**config.mk**
```make
export PLATFORM = sky130hd
export DESIGN_NAME = ram_arbiter
export DESIGN_NICKNAME = d
export VERILOG_FILES = /design/src/rtl/cpu_types_pkg.sv /design/src/rtl/ram_arbiter.sv
export SDC_FILE = /design/constraint.sdc
export NUM_CORES = 1
export LEC_CHECK = 0
export ABC_AREA = 1
export CAP_MARGIN = 20
export CORE_AREA = 2 2 104 106
export CTS_BUF_LIST = sky130_fd_sc_hd__clkbuf_16
export DETAILED_ROUTE_END_ITERATION = 10
export DIE_AREA = 0 0 106 108
export HOLD_SLACK_MARGIN = 0.03
export PLACE_DENSITY = 0.75
export SYNTH_ARGS = -nofsm -noshare
export SYNTH_HDL_FRONTEND = slang
export SYNTH_SLANG_ARGS = --single-unit
```
**constraint.sdc**
```tcl
create_clock -name CLK -period 2.1 [get_ports CLK]
set_input_delay 0.42 -clock CLK [delete_from_list [all_inputs] [get_ports CLK]]
set_output_delay 0.42 -clock CLK [all_outputs]
set_load 0.005 [all_outputs]
```
**src/rtl/cpu_types_pkg.sv**
```systemverilog
// Shared CPU/RAM interface types and constants for the cache-control path.
// Includes the arbiter state enum and the load value returned on failed accesses.
package cpu_types_pkg;

    typedef logic [31:0] word_t;

    typedef enum logic [1:0] {
        FREE,
        BUSY,
        ACCESS,
        ERROR
    } ramstate_t;

    typedef enum logic [1:0] {
        IDLE,
        DGRANT,
        IGRANT
    } arb_state_t;

    localparam word_t BADWORD = 32'hBAD1BAD1;

endpackage

```
**src/rtl/ram_arbiter.sv**
```systemverilog
// Arbitrates instruction and data cache requests onto one RAM port.
// Data has priority; instruction is forced after STARVE data grants while it waits.
module ram_arbiter
    import cpu_types_pkg::*;
#(
    parameter int unsigned STARVE  = 4,
    parameter int unsigned TIMEOUT = 64,
    parameter word_t       BADWORD = cpu_types_pkg::BADWORD
) (
    input  logic      CLK,
    input  logic      RST,
    input  logic      iREN,
    input  word_t     iaddr,
    input  logic      dREN,
    input  logic      dWEN,
    input  word_t     daddr,
    input  word_t     dstore,
    output logic      iwait,
    output logic      dwait,
    output word_t     iload,
    output word_t     dload,
    output logic      ramREN,
    output logic      ramWEN,
    output word_t     ramaddr,
    output word_t     ramstore,
    input  word_t     ramload,
    input  ramstate_t ramstate,
    output logic      err
);

    localparam logic [2:0] StarveMax   = 3'(STARVE);
    localparam logic [6:0] TimeoutLast = 7'(TIMEOUT - 1);

    arb_state_t state_q;
    logic [2:0] dcount_q;
    logic [6:0] tcount_q;
    logic       err_q;

    logic d_req;
    logic req_held;
    logic done_ok;
    logic done_bad;
    logic done;

    // A grant only completes while its request is still held; a withdrawn
    // request aborts silently.
    always_comb begin
        d_req    = dREN | dWEN;
        req_held = 1'b0;
        if (state_q == DGRANT) begin
            req_held = d_req;
        end else if (state_q == IGRANT) begin
            req_held = iREN;
        end
        done_ok  = req_held && (ramstate == ACCESS);
        done_bad = req_held && !done_ok
                   && ((ramstate == ERROR) || (tcount_q == TimeoutLast));
        done     = done_ok | done_bad;
    end

    always_comb begin
        iwait    = 1'b1;
        dwait    = 1'b1;
        iload    = '0;
        dload    = '0;
        ramREN   = 1'b0;
        ramWEN   = 1'b0;
        ramaddr  = '0;
        ramstore = '0;
        case (state_q)
            DGRANT: begin
                ramaddr  = daddr;
                ramstore = dstore;
                ramWEN   = dWEN;
                ramREN   = dREN & ~dWEN;
                dwait    = ~done;
                if (done_ok) begin
                    dload = ramload;
                end else if (done_bad) begin
                    dload = BADWORD;
                end
            end
            IGRANT: begin
                ramaddr = iaddr;
                ramREN  = 1'b1;
                iwait   = ~done;
                if (done_ok) begin
                    iload = ramload;
                end else if (done_bad) begin
                    iload = BADWORD;
                end
            end
            default: ;
        endcase
    end

    always_ff @(posedge CLK) begin
        if (RST) begin
            state_q  <= IDLE;
            dcount_q <= '0;
            tcount_q <= '0;
            err_q    <= 1'b0;
        end else begin
            case (state_q)
                IDLE: begin
                    tcount_q <= '0;
                    if (d_req && !(iREN && (dcount_q == StarveMax))) begin
                        state_q <= DGRANT;
                    end else if (iREN) begin
                        state_q <= IGRANT;
                    end
                end
                DGRANT, IGRANT: begin
                    tcount_q <= tcount_q + 7'd1;
                    if (!req_held || done) begin
                        state_q <= IDLE;
                    end
                end
                default: state_q <= IDLE;
            endcase
            if (done_bad) begin
                err_q <= 1'b1;
            end
            // Streak of data completions seen while an instruction fetch waits.
            if (done) begin
                if ((state_q == IGRANT) || !iREN) begin
                    dcount_q <= '0;
                end else if (dcount_q != StarveMax) begin
                    dcount_q <= dcount_q + 3'd1;
                end
            end
        end
    end

    assign err = err_q;

endmodule
```
Word level (Yosys, flattened, before mapping). Index checks and enable logic that the tools add are counted.

Register bits: 13. Input port bits: 135. Output and inout port bits: 133. Logic and storage cells: 57.

Add/subtract/negate cells: 2. Eq/ne operators: 9. Multiplexer cells: 19. Bitwise logic cells: 5. Reduce and logical (&&, ||, !) cells: 18.

Operator list (number): $mux W32 (5); $pmux W32 S2 (1); $pmux W7 S2 (1); $add A7 B1 Y7 const B (1); $eq A7 B6 Y1 const B (1); $eq A2 B2 Y1 const B (3); $mux W2 (3); $mux W3 (2); $ne A3 B3 Y1 const B (2); $logic_and A1 B1 Y1 (5); $mux W1 (5); $logic_not A1 Y1 (4); $pmux W2 S2 (1); $reduce_and A2 Y1 (2); $reduce_bool A2 Y1 (2); $add A3 B1 Y3 const B (1); $eq A3 B3 Y1 const B (1); $logic_or A1 B1 Y1 (3); $eq A2 B1 Y1 const B (1); $logic_not A2 Y1 (1); $ne A2 B2 Y1 const B (1); $not A1 Y1 (2); $or A1 B1 Y1 (2); $pmux W1 S2 (1); other kinds (2) (2).

Longest topological paths before layout. Gate-level depths: netlist of run 1.

Word-level depth: 11. Depth in mapped cells: 11. Mapped depth without buffers: 10.

Worst setup path before layout of run 1. OpenSTA, ideal clock, no wires.

Kind: register to output. Start point: register state_q[1]. End point: output port dload[15]. Arrival: 1444 ps. Data required time: 1680 ps. Setup slack: 236 ps. Stages on the path, launching flop included: 10. Buffers on the path: 2. Cells stage by stage: dfxtp_1 inv_1 ha_1 buf_2 nand2_1 nand2_4 nor2_8 nand2_4 buf_6 a21oi_1.

Word-level cells in the longest chain between the ends: 10. Elaborated cells on any way between the ends: 11. Those cells by class: eq/ne: 2; mux: 5; reduce/logical: 4.

RTL lines: from (decl) (RTL line ram_arbiter.sv:34) `arb_state_t state_q;`; from (signal assigned) (RTL line ram_arbiter.sv:99) `state_q <= IDLE;`; from (signal assigned) (RTL line ram_arbiter.sv:108) `state_q <= DGRANT;`; from (signal assigned) (RTL line ram_arbiter.sv:110) `state_q <= IGRANT;`; $eq A2 B2 Y1 (RTL line ram_arbiter.sv:52) `end else if (state_q == IGRANT) begin`; $mux W1 (RTL line ram_arbiter.sv:52); $mux W1 (RTL line ram_arbiter.sv:50) `if (state_q == DGRANT) begin`; $logic_and A1 B1 Y1 (RTL line ram_arbiter.sv:55) `done_ok = req_held && (ramstate == ACCESS);`; $logic_not A1 Y1 (RTL line ram_arbiter.sv:56) `done_bad = req_held && !done_ok`; $logic_and A1 B1 Y1 (RTL line ram_arbiter.sv:56); $logic_and A1 B1 Y1 (RTL line ram_arbiter.sv:57) `&& ((ramstate == ERROR) || (tcount_q == TimeoutLast));`; $mux W32 (RTL line ram_arbiter.sv:79) `end else if (done_bad) begin`; $mux W32; $mux W32 (*) (RTL line ram_arbiter.sv:70) `case (state_q)`; to (decl) (RTL line ram_arbiter.sv:21) `output word_t dload,`.

Every way passes the cells marked *; elsewhere a longest branch is shown, timed or not.

Final worst setup path of run 1.
Start point: register state_q[1]. End point: output port ramaddr[2].

Word-level cells in the longest chain between the ends: 2. Elaborated cells on any way between the ends: 3. Those cells by class: eq/ne: 2; mux: 1.

RTL lines: $eq A2 B2 Y1 / $eq A2 B1 Y1 (equally long branches) (RTL line ram_arbiter.sv:70); $pmux W32 S2 (*) (RTL line ram_arbiter.sv:70); to (decl) (RTL line ram_arbiter.sv:24) `output word_t ramaddr,`.

Marks and branches as above.

==> impl_metrics.json, run 1 <==
{
  "pre_cts_ws_ps": -521,
  "report.final.setup_viol": 79,
  "dp_cells": 828,
  "slew_headroom_pct": 71.2,
  "leakagePower_nw": 3.14,
  "synth_area_sq_um": 2130,
  "yosysWarnings": 0,
  "fp-row-count": 37,
  "synth_top_area_share_pct": 25.2,
  "syn_to_final_growth_pct": 176,
  "clockRootBuffer": "clkbuf_16",
  "clk-insertion-delay-late_ps": 250,
  "setup_ws_ps": -227,
  "syn_nets": 566,
  "p_int_mw": 1.31,
  "hold_class": "flip-flop to flip-flop",
  "worstSetupPathType": "flip-flop to primary output",
  "die_h_um": 108,
  "drtIter0Drc": 164,
  "cp.required_ps": 1680,
  "synth_largest_area_cell": "nand2_1",
  "cts_num_sinks": 13,
  "fin_crit_ps": 2330,
  "wl_per_cell_um": 15.9,
  "synth_cells": 424,
  "ys_ff_latch": 13,
  "cp_max_fo": 19,
  "dpl.hpwl_um": 9510,
  "dieWidth_um": 106,
  "cts-buffers-inserted": 3,
  "cts_htree_levels": 1,
  "arrival_ps": 1910,
  "worst_setup_path_start_kind": "flip-flop",
  "power.share.switching_pct": 38.9,
  "place.gp.congestion": 0.832,
  "p_clk_share_pct": 17.0,
  "finalMaxSlewViolations": 0,
  "async_flop_share_pct": 0,
  "grt_max_degree": 37,
  "timing.setup.tns_ps": -9050,
  "grt_pass1_wl_um": 19100,
  "worst_pin_slew_ps": 428,
  "clk_pin_slew_ps": 50,
  "track_usage_pct": 20.9,
  "pwr-share-seq_pct": 13.2,
  "violations": "setup timing",
  "nets": 884,
  "wl_um": 13900,
  "synth_flop_cell": "dfxtp_1",
  "cap_violations": 0,
  "vias": 3982,
  "crit_slowest_cell": "clkdlybuf4s50_1",
  "ant_nets": 0,
  "core_sq_um": 10200,
  "fmax_mhz": 430,
  "cp_slowest_stage_delay_ps": 520,
  "grt_pass1_vias": 3905,
  "start_util_pct": 20.8,
  "crit_path_end_kind": "primary output",
  "portBuffers": 267,
  "ir_worst_vdd_uv": 185,
  "power_switching_mw": 0.834,
  "status": "finished, violations left",
  "reg2reg_slack_ps": 300,
  "cts_buffer_depth": 2,
  "dieArea_sq_um": 11400,
  "dr.pass1.iters": 6,
  "route.detailed.drc": 0,
  "overflow": 0,
  "antenna_found_initial": 0,
  "finalCritPeriodShare_pct": 111,
  "avgViaCountPerCell": 4.54,
  "p_per_area_nw_per_um2": 364,
  "crit_family": "buffers and inverters",
  "hold_viol": 0,
  "ioPinCount": 268,
  "synth_seq_area_share_pct": 12.2,
  "worstPathBufferInverterCount": 4,
  "synth_area_leaders": "nand2_1 (25%), a21oi_1 (18%), inv_1 (14%)",
  "finClkSkew_ps": 3.73,
  "synth_edf_count": 0,
  "p_comb_share_pct": 69.8,
  "ys_types": 27,
  "tritoncts": "done",
  "fillerInstances": 917,
  "synth.avg_cell_area_sq_um": 5.03,
  "drive_above_1_share_pct": 36.7,
  "diodes": 0,
  "rsz0062_at_grt": "yes",
  "cp_cell_sequence": "inv_4 -> ha_4 -> buf_8 -> buf_12 -> nand2_1 -> a21oi_2 -> clkdlybuf4s50_1",
  "final_cells": 877
}
[through the flow]
| step | hold WS, ps | area, sq um | power [mW] | util, % |
|---|---|---|---|---|
| after floorplan | 447 | 2130 | 0.708 | - |
| after global placement | 479 | 5090 | 1.42 | 49.7 |
| after detailed placement | 495 | 5090 | 1.44 | 49.7 |
| after CTS | 505 | 5620 | 2.01 | 54.9 |
| after global routing | 530 | 5880 | 2.26 | 57.5 |
| final | 499 | 5880 | 2.14 | 57.5 |
[routing by layer]
metal	global-route usage, %	wire length, um	up-vias	share of wire (%)
met4	7.71	491	0	3.5
met2	41.9	7480	235	54
met5	0	0	-	0
met1	21.3	4930	1777	35
met3	3.98	1040	31	7.4
li1	-	-	1939	-
[path summary, 6_finish.rpt]
path / startpoint / end / cells after the start
worst min register to register: err / err / 2
worst max register to register: state_q[1] / dcount_q[1] / 11
worst min-delay path: err / err / 2
worst max-delay path: state_q[1] / ramaddr[2] / 7
[layout make-up]
class                      count  area (sq um)  share of cell area, %
clock inverter                 1          3.75                 0.0639
timing repair buffer         334          3080                   52.5
tap                          136           170                   2.89
sequential                    13           269                   4.58
inverter                      85           328                   5.58
clock buffer                   3          75.1                   1.28
multi-input combinational    305          1950                   33.1
[state kept, by name, indices dropped and copies added, names as in the netlist]
signal	cells
tcount_q	7
err	1
state_q	2
dcount_q	3
[worst reg2reg max path, delay by kind of cell, from the launching register on]
family	cells	cell delay (ps)
buffers and inverters	5	470
AOI/OAI and AO/OA	1	340
DFF	1	360
and+or+nand+nor	4	410
adders and majority gates	1	180
[power by group through the flow]
stage | clock network, mW | logic, mW | registers (mW)
4_1_cts | 0.367 | 1.36 | 0.280
3_5_place_dp | 0 | 1.16 | 0.277
2_1_floorplan | 0 | 0.431 | 0.277
5_1_grt | 0.376 | 1.60 | 0.285
3_3_place_gp | 0 | 1.14 | 0.276
6_report | 0.364 | 1.49 | 0.283
[Yosys cell counts (2+ instances only)]
library cell,instances
nor2_8,2
inv_1,82
inv_2,2
nand4_1,3
nand2_4,3
ha_1,7
clkbuf_1,12
nor2_1,31
a21oi_1,76
nand2_1,143
buf_6,5
dfxtp_1,13
o21ai_0,4
nor3b_1,2
nand3_1,22
buf_1,6
[cells by family after synthesis]
group                    count (synthesis)  synth area share, %
adder cells (fa/ha/maj)                  7                 4.11
flip-flops                              13                 12.2
AND/OR/NAND/NOR                        211                 42.5
buffers and inverters                  109                 21.0
AO/OA/AOI/OAI                           84                 20.1
[cells in the final DEF (no fill, tap or decap), types with 10 or more instances in the layout]
master           count
clkbuf_2            20
dlygate4sd2_1       19
dfxtp_1             10
nand3_2             11
nand2_1            132
inv_1               73
nand2_4             14
nor2_1              21
buf_2               67
clkdlybuf4s50_1    143
a21oi_2             42
buf_6               30
buf_4               24
a21oi_1             34
[repair_timing]
action,in CTS,in global routing
resized for setup,447,113
endpoints found under the setup margin,132,128
pin swaps,15,15
hold endpoints to repair,0,0
hold buffers,0,0
gates cloned,7,3
buffers inserted,32,8
(Power assumes the default switching activity.)
==> run 2: changes to the inputs <==
==> constraint.sdc (replaced) <==
create_clock -name CLK -period 2.1 [get_ports CLK]
set_input_delay 0.42 -clock CLK [delete_from_list [all_inputs] [get_ports CLK]]
set_output_delay 0.42 -clock CLK [all_outputs]
set_load 0.01 [all_outputs]
==> run 2 against run 1 <==
  * The run still ends with setup timing left
  * Global-route usage shrank 1.4 points
  * Utilization fell by 3.2 points
  * Register-to-register slack lost 80 ps
  * Final cell count fell by 2.1%
  * Clock skew down 2.5 ps
  * Critical path depth is 5 higher
  * Power shrank 2.5%
  * Critical path type unchanged
  * Clock-buffer cell count unchanged
  * Hold slack worse by 6.2 ps
==> impl_metrics.json, run 2 (same netlist as run 1, synthesis figures left out) <==
{
  "status": "finished, violations left",
  "violations": "setup timing",
  "reg2reg_slack_ps": 220,
  "clockRootBuffer": "clkbuf_16",
  "wl_per_cell_um": 15.3,
  "cp_cell_sequence": "inv_4 -> ha_4 -> inv_4 -> nand2_4 -> nand2_4 -> buf_12 -> nor2_8 -> buf_6 -> buf_8 -> nand2_8 -> a21oi_2 -> buf_2",
  "p_int_mw": 1.24,
  "worst_setup_path_start_kind": "flip-flop",
  "power_mw": 2.09,
  "dieArea_sq_um": 11400,
  "p_comb_share_pct": 69.2,
  "dpl.hpwl_um": 9800,
  "fmax_mhz": 435,
  "power.share.switching_pct": 40.4,
  "clk_pin_slew_ps": 50,
  "crit_family": "buffers and inverters",
  "rsz0062_at_grt": "yes",
  "cp_slowest_stage_delay_ps": 360,
  "report.final.setup_viol": 52,
  "slew_headroom_pct": 61.9,
  "syn_to_final_growth_pct": 160,
  "nets": 866,
  "leakagePower_nw": 3.09,
  "cp_max_fo": 4,
  "core_sq_um": 10200,
  "ioPinCount": 268,
  "dieWidth_um": 106,
  "fp-row-count": 37,
  "hold_class": "flip-flop to flip-flop",
  "cts_hold_buffers": 0,
  "dr.pass1.iters": 9,
  "hold_viol": 0,
  "finClkSkew_ps": 1.19,
  "worstPathBufferInverterCount": 6,
  "cts_htree_levels": 1,
  "worst-path-stages": 12,
  "p_clk_share_pct": 17.4,
  "place.gp.congestion": 0.841,
  "vias": 3891,
  "cts_buffer_depth": 2,
  "power_switching_mw": 0.844,
  "p_per_area_nw_per_um2": 376,
  "cts-buffers-inserted": 3,
  "worstSetupPathType": "flip-flop to primary output",
  "pwr-share-seq_pct": 13.4,
  "grtUsageMet1_pct": 19.8,
  "worst_pin_slew_ps": 571,
  "diodes": 0,
  "ir_worst_vdd_uv": 233,
  "track_usage_pct": 19.5,
  "drtIter0Drc": 274,
  "crit_slowest_cell": "dfxtp_4",
  "arrival_ps": 1880,
  "largestRegisters": "tcount_q (7), dcount_q (3), state_q (2)",
  "largest_reg_flops": 7,
  "overflow": 0,
  "grt_max_degree": 37,
  "rr_worst_depth": 11,
  "avgViaCountPerCell": 4.53,
  "drive_above_1_share_pct": 33.3,
  "fin_crit_ps": 2300,
  "wl_um": 13200,
  "finalMaxSlewViolations": 0,
  "cap_violations": 0,
  "grt_pass1_wl_um": 18000,
  "setup_ws_ps": -198,
  "top_register": "tcount_q",
  "timing.setup.tns_ps": -5330,
  "clk-insertion-delay-late_ps": 240,
  "finalCritPeriodShare_pct": 109,
  "grt_util_met3_pct": 4.04,
  "antenna_found_initial": 0,
  "crit_path_end_kind": "primary output",
  "start_util_pct": 20.8,
  "ant_nets": 0,
  "cts_num_sinks": 13,
  "grt_busiest_layer": "met2",
  "final_common_cell": "nand2_1",
  "grt_pass1_vias": 3723,
  "die_h_um": 108,
  "route.detailed.drc": 0,
  "grt_util_met2_pct": 39.0,
  "final_cell_mix": "nand2_1 (135), clkdlybuf4s50_1 (133), inv_1 (71)",
  "tritoncts": "done",
  "cp.required_ps": 1680,
  "hold_depth": 2,
  "portBuffers": 267
}
run 2: cell count changes in the layout (fill, tap and decap cells not counted), sizes merged:
cell / change
buf: -13
clkdlybuf4s50: -10
dlymetal6s2s: +7
clkdlybuf4s15: -3
nand2: +1
run 2: power by group through the flow:
stage	Clock (mW)	Sequential (mW)	Combinational [mW]
2_1_floorplan	0	0.278	0.485
3_3_place_gp	0	0.276	1.23
3_5_place_dp	0	0.278	1.25
4_1_cts	0.362	0.278	1.29
5_1_grt	0.380	0.282	1.54
6_report	0.363	0.281	1.44
run 2: metal layers:
metal	vias to the layer above	share of wire, %
met5	-	0
met2	220	53
li1	1899	-
met4	0	3.5
met3	28	7.6
met1	1744	36
run 2: final timing paths:
kind                                    end         from
worst max register to register  dcount_q[1]   state_q[0]
worst max-delay path              iload[23]   state_q[1]
worst min register to register  tcount_q[6]  tcount_q[6]
worst min-delay path            tcount_q[6]  tcount_q[6]
run 2: what timing repair did:
action,4_1_cts,5_1_grt
endpoints found under the hold margin,0,0
setup endpoints to repair,132,117
gates cloned,5,3
pin swaps,5,13
gates resized for setup,364,183
buffers inserted,5,16
run 2: area by class of cell:
class                           count  area [sq um]
Timing Repair Buffer              315          2880
Tap cell                          136           170
Inverter                           85           330
Clock buffer                        3          75.1
Multi-Input combinational cell    306          1820
Sequential cell                    13           268
Fill cell                         995          4680
Clock inverter                      1          3.75
run 2: stage by stage:
stage,util [%],cell area (sq um),hold WS [ps],worst slack [ps],cells
floorplan,-,2130,447,159,424
global placement,50.0,5110,461,-496,828
global route,54.2,5550,497,-261,859
detailed placement,50.0,5110,474,-540,828
finish,54.2,5550,493,-198,859
CTS,50.2,5130,485,-228,842
run 2: worst reg2reg max path, stage by stage (launching register included):
cell     delay (ps)
dfxtp_4         380
inv_4            40
ha_4            160
buf_4           140
buf_12          120
buf_4           150
nor2_1          230
nand3_1         190
nand3_1         180
nand2_1          70
nand2_1          60
nor2_1           40
==> run 3: changes to the inputs <==
Settings changed: GPL_ROUTABILITY_DRIVEN set to 0, GPL_TIMING_DRIVEN set to 0.
==> run 3 against run 2 <==
  * The run still ends with setup timing left
  * Clock-buffer cell count stayed put
  * Largest power group unchanged
  * Critical path depth down 5
  * Sequential cell count stayed put
  * Sequential power is 2% higher
  * Non-clock buffer count increased by 17
  * Setup slack improved by 35 ps
  * Register-to-register slack better by 130 ps
  * Final cell count grew 1.7%
  * Sequential share of layout area about the same
  * Clock power increased by 3%
==> impl_metrics.json, run 3 (same netlist as run 1, synthesis figures left out) <==
{
  "wl_met3_um": 990,
  "hold_class": "flip-flop to flip-flop",
  "portBuffers": 267,
  "dieWidth_um": 106,
  "ant_nets": 0,
  "report.final.setup_viol": 74,
  "syn_to_final_growth_pct": 167,
  "clk-insertion-delay-late_ps": 250,
  "worstSetupPathType": "flip-flop to primary output",
  "dieArea_sq_um": 11400,
  "worst_setup_path_start_kind": "flip-flop",
  "cts_htree_levels": 1,
  "crit_slowest_cell": "clkdlybuf4s50_1",
  "antenna_found_initial": 0,
  "core_sq_um": 10200,
  "dr.pass1.iters": 5,
  "top_register": "tcount_q",
  "violations": "setup timing",
  "route.detailed.drc": 0,
  "top_layer_used": "met4",
  "finalCritPeriodShare_pct": 108,
  "die_h_um": 108,
  "p_per_area_nw_per_um2": 373,
  "grt_max_degree": 11,
  "final_cell_mix": "clkdlybuf4s50_1 (138), nand2_1 (128), buf_2 (74)",
  "largest_reg_flops": 7,
  "path_common_cell": "buf_8",
  "largestRegisters": "tcount_q (7), dcount_q (3), state_q (2)",
  "dpl.hpwl_um": 10200,
  "cp_max_fo": 10,
  "finalMaxSlewViolations": 0,
  "cp_cell_sequence": "inv_4 -> ha_4 -> buf_8 -> buf_8 -> nand2_1 -> inv_1 -> clkdlybuf4s50_1",
  "cp_slowest_stage_delay_ps": 530,
  "pre_cts_ws_ps": -821,
  "status": "finished, violations left",
  "grt_pass1_vias": 3934,
  "power_mw": 2.12,
  "arrival_ps": 1840,
  "avgViaCountPerCell": 4.56,
  "clockRootBuffer": "clkbuf_16",
  "cts_hold_buffers": 0,
  "finClkSkew_ps": 1.19,
  "hold_viol": 0,
  "final_common_cell": "clkdlybuf4s50_1",
  "cts-buffers-inserted": 3,
  "wl_um": 13800,
  "ir_worst_vdd_uv": 253,
  "slew_headroom_pct": 66.2,
  "fmax_mhz": 442,
  "ioPinCount": 268,
  "tritoncts": "done",
  "cp.required_ps": 1680,
  "crit_path_end_kind": "primary output",
  "cap_violations": 0,
  "met1_length_um": 4940,
  "grt_pass1_wl_um": 19800,
  "worst_pin_slew_ps": 502,
  "start_util_pct": 20.8,
  "clk_pin_slew_ps": 50,
  "drtIter0Drc": 242,
  "cts_num_sinks": 13,
  "leakagePower_nw": 2.89,
  "routed-wl-met2_um": 7630,
  "overflow": 0,
  "fin_crit_ps": 2260,
  "nets": 881,
  "vias": 3987,
  "diodes": 0,
  "track_usage_pct": 21.7,
  "drive_above_1_share_pct": 39.2,
  "rsz0062_at_grt": "yes",
  "cts_buffer_depth": 2,
  "wl_per_cell_um": 15.8,
  "fp-row-count": 37,
  "setup_ws_ps": -163
}
[run 3: critical path: cells and delay by family, from the launching register on]
kind,cells,cell delay (ps)
adders and majority gates,1,150
buffers and inverters,5,1000
and+or+nand+nor,1,80
DFF,1,360
[run 3: through the flow]
stage	cells	TNS [ps]	area [sq um]	hold WS [ps]	utilization, %
3_3_place_gp	827	-67120	4970	462	48.6
3_5_place_dp	827	-70370	4970	483	48.6
2_1_floorplan	424	0	2130	447	-
4_1_cts	867	-7920	5410	477	52.9
6_report	874	-7410	5700	488	55.7
5_1_grt	874	-12770	5700	504	55.7
[run 3: final timing paths]
check	startpoint	to	slack, ps	cells past startpoint
max	state_q[1]	ramWEN	-160	7
min	err	err	490	2
max reg2reg	state_q[0]	dcount_q[1]	350	11
min reg2reg	err	err	490	2
[run 3: what timing repair did]
action,CTS,global route
pin swaps,15,14
gates cloned,6,1
setup buffers,30,9
gates resized for setup,539,130
endpoints found under the setup margin,132,105
[run 3: metal layers]
metal  track usage [%]  vias to the layer above
li1                  -                     1937
met1              23.0                     1840
met2              43.3                      192
met3              4.34                       18
met4              5.64                        0
met5                 0                        -
[run 3: final cells by class]
class	instances	area (sq um)
Fill cell	954	4530
Timing Repair Buffer	310	2680
Multi-Input combinational cell	304	1910
Inverter	85	329
Sequential cell	13	273
Buffer	22	255
Tap cell	136	170
Clock buffer	3	75.1
Clock inverter	1	3.75
[run 3: where the power goes]
| part | switching, mW | internal, mW |
|---|---|---|
| combinational | 0.733 | 0.728 |
| sequential | 0.0205 | 0.266 |
| clock | 0.121 | 0.253 |
| total | 0.875 | 1.25 |
